--- src/rtl/mem_access_stage.sv ---
// MEM pipeline stage: issues loads/stores on a req/ack data bus, builds byte
// enables and replicated store lanes, extends load data for write-back and
// freezes the upstream pipeline while a transfer is outstanding.
module mem_access_stage #(
  parameter int TIMEOUT = 16
) (
  input  logic        clk,
  input  logic        rst,
  input  logic        MemRead_in,
  input  logic        MemWrite_in,
  input  logic [2:0]  DMType_in,
  input  logic [31:0] addr_in,
  input  logic [31:0] wdata_in,
  output logic        bus_req,
  output logic        bus_we,
  output logic [31:0] bus_addr,
  output logic [3:0]  bus_be,
  output logic [31:0] bus_wdata,
  input  logic        bus_ack,
  input  logic [31:0] bus_rdata,
  output logic [31:0] DM_output,
  output logic        mem_stall,
  output logic        misalign_err,
  output logic        bus_err
);

  localparam int CNT_W = $clog2(TIMEOUT) + 1;
  localparam logic [CNT_W-1:0] CNT_LAST = CNT_W'(TIMEOUT - 1);

  typedef enum logic [1:0] {IDLE, REQ, DONE} state_t;

  state_t           state;
  state_t           state_nxt;
  logic [CNT_W-1:0] cnt;
  logic             access;
  logic             aligned;
  logic [2:0]       type_p0;
  logic [1:0]       lane_p0;

  // Halves must sit on even addresses, words on 4-byte boundaries.
  // Unused type codes are treated as words.
  function automatic logic misaligned(input logic [2:0] ty, input logic [1:0] lo);
    case (ty)
      3'd1, 3'd2: return lo[0];
      3'd3, 3'd4: return 1'b0;
      default:    return (lo != 2'b00);
    endcase
  endfunction

  function automatic logic [3:0] byte_en(input logic [2:0] ty, input logic [1:0] lo);
    case (ty)
      3'd1, 3'd2: return 4'b0011 << lo;
      3'd3, 3'd4: return 4'b0001 << lo;
      default:    return 4'b1111;
    endcase
  endfunction

  // Replicate narrow store data onto every lane so the slave can pick any lane.
  function automatic logic [31:0] store_lanes(input logic [2:0] ty, input logic [31:0] wd);
    case (ty)
      3'd1, 3'd2: return {2{wd[15:0]}};
      3'd3, 3'd4: return {4{wd[7:0]}};
      default:    return wd;
    endcase
  endfunction

  // Pull the addressed lane down to bit 0, then sign- or zero-extend it.
  function automatic logic [31:0] load_extend(input logic [2:0] ty, input logic [1:0] lo,
                                              input logic [31:0] rd);
    logic        [31:0] sh;
    logic signed [7:0]  bs;
    logic signed [15:0] hs;
    logic signed [31:0] r;
    sh = rd >> {lo, 3'b000};
    bs = signed'(sh[7:0]);
    hs = signed'(sh[15:0]);
    case (ty)
      3'd1:    r = 32'(hs);
      3'd2:    r = signed'({16'h0000, sh[15:0]});
      3'd3:    r = 32'(bs);
      3'd4:    r = signed'({24'h000000, sh[7:0]});
      default: r = signed'(rd);
    endcase
    return unsigned'(r);
  endfunction

  assign access    = MemRead_in | MemWrite_in;
  assign aligned   = !misaligned(DMType_in, addr_in[1:0]);
  assign mem_stall = ((state == IDLE) && access && aligned) || (state == REQ);

  // State register.
  always_ff @(posedge clk) begin
    if (rst) state <= IDLE;
    else     state <= state_nxt;
  end

  // Next-state logic; DONE always returns to IDLE so the held instruction is not reissued.
  always_comb begin
    state_nxt = state;
    case (state)
      IDLE:    if (access && aligned) state_nxt = REQ;
      REQ:     if (bus_ack || (cnt == CNT_LAST)) state_nxt = DONE;
      DONE:    state_nxt = IDLE;
      default: state_nxt = IDLE;
    endcase
  end

  // ---- stage p0: access type and byte lane captured at issue for load extension ----
  // Latch the type/lane of the issued access; live inputs may change before the ack.
  always_ff @(posedge clk) begin
    if ((state == IDLE) && access && aligned) begin
      type_p0 <= DMType_in;
      lane_p0 <= addr_in[1:0];
    end
  end

  // Bus request fields, timeout counter, load result and error pulses.
  always_ff @(posedge clk) begin
    if (rst) begin
      bus_req      <= 1'b0;
      bus_we       <= 1'b0;
      bus_addr     <= '0;
      bus_be       <= '0;
      bus_wdata    <= '0;
      DM_output    <= '0;
      misalign_err <= 1'b0;
      bus_err      <= 1'b0;
      cnt          <= '0;
    end else begin
      misalign_err <= 1'b0;
      bus_err      <= 1'b0;
      case (state)
        IDLE: begin
          if (access) begin
            if (!aligned) begin
              misalign_err <= 1'b1;
              DM_output    <= '0;
            end else begin
              bus_req   <= 1'b1;
              bus_we    <= MemWrite_in;
              bus_addr  <= {addr_in[31:2], 2'b00};
              bus_be    <= byte_en(DMType_in, addr_in[1:0]);
              bus_wdata <= MemWrite_in ? store_lanes(DMType_in, wdata_in) : 32'h0;
              cnt       <= '0;
            end
          end
        end
        REQ: begin
          cnt <= cnt + 1'b1;
          if (bus_ack) begin
            bus_req <= 1'b0;
            if (!bus_we) DM_output <= load_extend(type_p0, lane_p0, bus_rdata);
          end else if (cnt == CNT_LAST) begin
            bus_req   <= 1'b0;
            bus_err   <= 1'b1;
            DM_output <= '0;
          end
        end
        default: ;
      endcase
    end
  end

endmodule

--- config.mk ---
export PLATFORM = sky130hd
export DESIGN_NAME = mem_access_stage
export DESIGN_NICKNAME = d
export VERILOG_FILES = /design/src/rtl/mem_access_stage.sv
export SDC_FILE = /design/constraint.sdc
export NUM_CORES = 1
export LEC_CHECK = 0
export ABC_AREA = 1
export ABC_CLOCK_PERIOD_IN_PS = 5100
export CAP_MARGIN = 20
export CORE_MARGIN = 1.5
export CORE_UTILIZATION = 47
export DETAILED_ROUTE_END_ITERATION = 10
export PLACE_DENSITY = 0.94
export SLEW_MARGIN = 30
export SYNTH_ARGS = -nofsm -noshare
export SYNTH_HDL_FRONTEND = slang
export SYNTH_SLANG_ARGS = --single-unit
--- constraint.sdc ---
create_clock -name clk -period 5.1 [get_ports clk]
set_input_delay 1.275 -clock clk [delete_from_list [all_inputs] [get_ports clk]]
set_output_delay 1.275 -clock clk [all_outputs]
set_load 0.01 [all_outputs]
== After elaboration in Yosys (flattened, before gate mapping) ==
Index checks and enable logic that the tools add are counted.

* Output and inout port bits: 105
* Word-level logic and storage cells: 80
* Input bits: 104
* Bits in registers: 114

* Bitwise gates (word level): 5
* Reductions and logical operators: 18
* Equality and inequality tests: 17
* Add/sub/neg operators: 1
* Shifts and indexed selects: 3
* Mux-type cells: 24

{| class="wikitable"
|+ Operator list
! operator !! number
|-
| $mux 32 || 6
|-
| $pmux 32 s2 || 2
|-
| $pmux 32 s4 || 1
|-
| $shr 32x5->16 || 1
|-
| $eq 3x2->1 const B || 4
|-
| $mux 5 || 2
|-
| $pmux 5 s2 || 1
|-
| $pmux 4 s2 || 1
|-
| $eq 3x1->1 const B || 2
|-
| $eq 3x3->1 const B || 2
|-
| $mux 1 || 6
|-
| $ne 2x2->1 const B || 3
|-
| $reduce_and 3->1 || 2
|-
| $reduce_or 3->1 || 2
|-
| $add 5x1->5 const B || 1
|-
| $eq 5x4->1 const B || 1
|-
| $reduce_and 5->1 || 1
|-
| $mux 2 || 2
|-
| $ne 2x1->1 const B || 2
|-
| $not 1->1 || 4
|-
| $pmux 1 s2 || 2
|-
| $pmux 2 s2 || 1
|-
| $reduce_and 4->1 || 1
|-
| $reduce_bool 2->1 || 2
|-
| 12 further kinds || 16
|}

== Depth between registers and ports, before layout ==
* Depth in word-level cells: 7
* Mapped depth: 14
* Depth with buffers taken out: 13

== Worst setup path after synthesis ==
Ideal clock, no wire load.

* Kind: input to output
* Start point: input port DMType_in[1]
* End point: output port mem_stall
* Stages: 7
* Path buffers: 0
* Arrival time: 2.121 ns
* Required time: 3.825 ns
* Setup slack: 1.704 ns
* Cell sequence: o21ai_0 > nand2_1 > nand2_4 > nand2_1 > nand2_2 > nand3_4 > nand2_1

* Word-level cells in the longest chain between the ends: 6
* Elaborated cells between the ends (all ways): 10
* Those cells by class: eq/ne: 4; mux: 1; reduce/logical: 5

{| class="wikitable"
|+ RTL lines
! what !! line !! RTL
|-
| start: declaration || 11 || <nowiki>input logic [2:0] DMType_in,</nowiki>
|-
| $eq 3x2->1, or another cell as far along || 43 || <nowiki>case (ty)</nowiki>
|-
| $reduce_or 2->1 || 43 ||
|-
| $pmux 1 s2 (*) || 43 ||
|-
| $logic_not 1->1 (*) || 88 || <nowiki>assign aligned = !misaligned(DMType_in, addr_in[1:0]);</nowiki>
|-
| $logic_and 1x1->1 (*) || 89 || <nowiki>assign mem_stall = ((state == IDLE) && access && aligned) || (state == REQ);</nowiki>
|-
| $logic_or 1x1->1 (*) || 89 ||
|-
| end: declaration || 22 || <nowiki>output logic mem_stall,</nowiki>
|}

Mark *: on every way between the ends. The rest lies on a longest branch, timed or not.

== Worst setup path after layout ==
* Start point: input port DMType_in[0]
* End point: output port mem_stall

Same word-level chain as after synthesis.

==> impl_metrics.csv <==
group,metric,value,unit
yosys,netlist.top_cell.by_area,"dfxtp_1",
sta,hold_viol,0,
routing,drtPass1Iterations,5,
yosys,ys_seq_area_share,45.17,%
outcome,status,"completed",
yosys,avgSynthCellArea,6.839,um^2
yosys,syn_inst,755,
routing,m1WireLength,6242,um
placed_design,io_buffer_count,206,
clock_tree,cts.repair.resized,0,
clock_tree,cts_sinks,114,
sta,max_freq,218.1,MHz
clock_tree,cts_root_buffer,"clkbuf_8",
hold_path,hp-class,"reg2reg",
routing,met2WireLength,7796,um
routing,route.met3.wl,2251,um
yosys,synth-edff-count,5,
global_routing,grt_pass1_vias,5389,
floorplan,core,10790,um^2
routing,wirelength,16990,um
sta,setup_viol,0,
clock_tree,cts_hold_buf,0,
clock_tree,cts_buffers,17,
global_routing,antenna_found_initial,0,
placed_design,place_hpwl,11800,um
sta,tightest_slew,906.2,ps
routing,drtIter0Drc,452,
yosys,ys_ff_latch,114,
critical_path,worstSetupPathType,"in2out",
global_routing,gr-total-overflow,0,
floorplan,fp.dieH,107.8,um
yosys,synth_compound_area_share,13.38,%
floorplan,die_w,107.8,um
clock_tree,clk_path_buf_depth,2,
yosys,yosys_warnings,0,
critical_path,required,3830,ps
yosys,synth_xor_area_share,0,%
pwr,p_leak,0.003308,uW
routing,via_count,5770,
sta,finClkSkew,9.732,ps
placed_design,dpl_worst_slack,540.9,ps
critical_path,crit_path_start,"DMType_in[0]",
critical_path,start_kind,"primary input",
floorplan,start_util,47.84,%
yosys,synth.area.top_cells,"dfxtp_1 (42%), nand2_1 (20%), nor2_1 (7.1%)",
yosys,synthMostInstantiatedCell,"nand2_1",
routing,detail-route-antenna-nets,0,
yosys,synthAdderAreaFrac,0.4846,%
sta,rsz0062_at_grt,"no",
cells_and_area,layout-drive-gt1-share,5.104,%
sta,layout_setup_ws,514.2,ps
global_routing,grt_pass1_wl,25960,um
yosys,synth.top_cells.by_count,"nand2_1 (281), dfxtp_1 (109), nor2_1 (97)",
critical_path,cp-end-kind,"output pin",
yosys,ys.flop_type,"dfxtp_1",
routing,wl_per_cell,15.45,um
routing,highest_layer,"met4",
job,maxCapViolCount,0,
cells_and_area,antenna_cells,0,
pwr,irDropWorstVdd,0.2304,mV
pwr,p_per_area,339.7,nW/um^2
yosys,async_flop_share,0,%
sta,period_minus_slack,4586,ps
yosys,synth_simple_gate_area_share,33.17,%
sta,slew_headroom,39.44,%
clock_tree,post_cts_buffers,0,
cells_and_area,fill_cells,805,
clock_tree,cts_tree,"built",
critical_path,crit_arrival,3310,ps
routing,drc,0,
yosys,synth_top_area_share,42.26,%
sta,finalCritPeriodShare,89.92,%
sta,fin_setup_tns,0,ps
clock_tree,ctsHtreeMaxLevel,4,
yosys,synth_mux_area_share,0,%
placed_design,gp_congestion,0.9406,
critical_path,timing.rr.start,"lane_p0[0]",
cells_and_area,final_nets,1053,
global_routing,grt_max_degree,45,
yosys,synth_area,5164,um^2
floorplan,dieArea,11620,um^2
global_routing,grt_use_total,28.98,%
hold_path,hp-start,"bus_addr[7]",
clock_tree,path_clk_slew,60,ps
yosys,ys_types,31,
cells_and_area,area_growth,50.16,%
routing,viasPerCell,5.245,
floorplan,core.rowCount,38,
clock_tree,insertion_delay,520,ps
sta,finalMaxSlewViolations,0,
critical_path,path_max_fanout,9,
floorplan,pin_count,209,
yosys,synth_top_family_by_area,"simple AND/OR/NAND/NOR gates",
-- where the power goes --
part,total [uW],internal (uW),switching [uW]
registers,1010,964,46.6
clock network,1080,608,475
logic,540,248,293
-- cells in the final DEF (no fill, tap or decap), types with 4 or more instances in the layout --
cell type and count:
inv_1 42, inv_2 4, nand2_1 281, a21o_1 8, nor2_1 97, clkinvlp_4 5, clkinv_1 4, a21oi_1 29
dfxtp_1 109, o211ai_1 17, nand3_1 37, clkbuf_16 16, clkdlybuf4s50_1 206, o22ai_1 6, inv_6 6, o21ai_1 5
edfxtp_1 5, o21ai_0 56
-- worst paths after layout --
| check | end | slack [ps] | cells past startpoint |
|---|---|---|---|
| max reg2reg | DM_output[18] | 2050 | 9 |
| min reg2reg | bus_addr[7] | 440 | 2 |
| min | bus_addr[7] | 440 | 2 |
| max | mem_stall | 510 | 10 |
-- cells by family after synthesis --
family                   after synthesis
AND/OR/NAND/NOR                      428
adder cells (fa/ha/maj)                2
AO/OA/AOI/OAI                        123
other                                  1
flip-flops                           114
buffers and inverters                 87
-- layout make-up --
cell class / count / area (um^2) / share of cell area (%)
well taps: 140 / 175.2 / 2.259
repair buffers: 209 / 2085 / 26.88
clock inverters: 15 / 123.9 / 1.598
inverters: 50 / 187.7 / 2.421
flip-flops and latches: 114 / 2332 / 30.08
clock buffers: 17 / 414.1 / 5.341
multi-input cells: 555 / 2436 / 31.42
-- worst max-delay path, stage by stage --
cell and delay (ps):
clkdlybuf4s50_1 510, nand2_1 110, nand2_1 100, nand2_1 150, nand2_4 90, nand2_1 70
nand2_2 110, nand3_4 140, nand2_1 180, clkdlybuf4s50_1 570
-- sequential cells by signal, summed over array words and instances (netlist names) --
name and count:
lane_p0 2, type_p0 3, bus_we 1, bus_addr 30, bus_req 1, misalign_err 1
bus_wdata 32, DM_output 32, bus_err 1, state 2, bus_be 4, cnt 5
-- stage by stage --
step                      utilization [%]  std cells  hold WS (ps)  total power (uW)  cell area (um^2)
after floorplan                         -        756         455.6              1294              5167
after global placement              66.86       1068         426.4              1548              7216
after detailed placement            66.86       1068         430.9              1558              7216
after CTS                           71.84       1100         446.2              2638              7754
after global routing                71.84       1100         463.4              2742              7754
final                               71.84       1100         441.7              2634              7754
-- routing by layer --
layer  vias to the layer above  global-route usage, %
li1                       2793                      -
met1                      2570                  32.24
met2                       349                  48.23
met3                        58                  12.23
met4                         0                  12.88
met5                         -                      0
No activity file was read; power rests on OpenSTA's default activity.
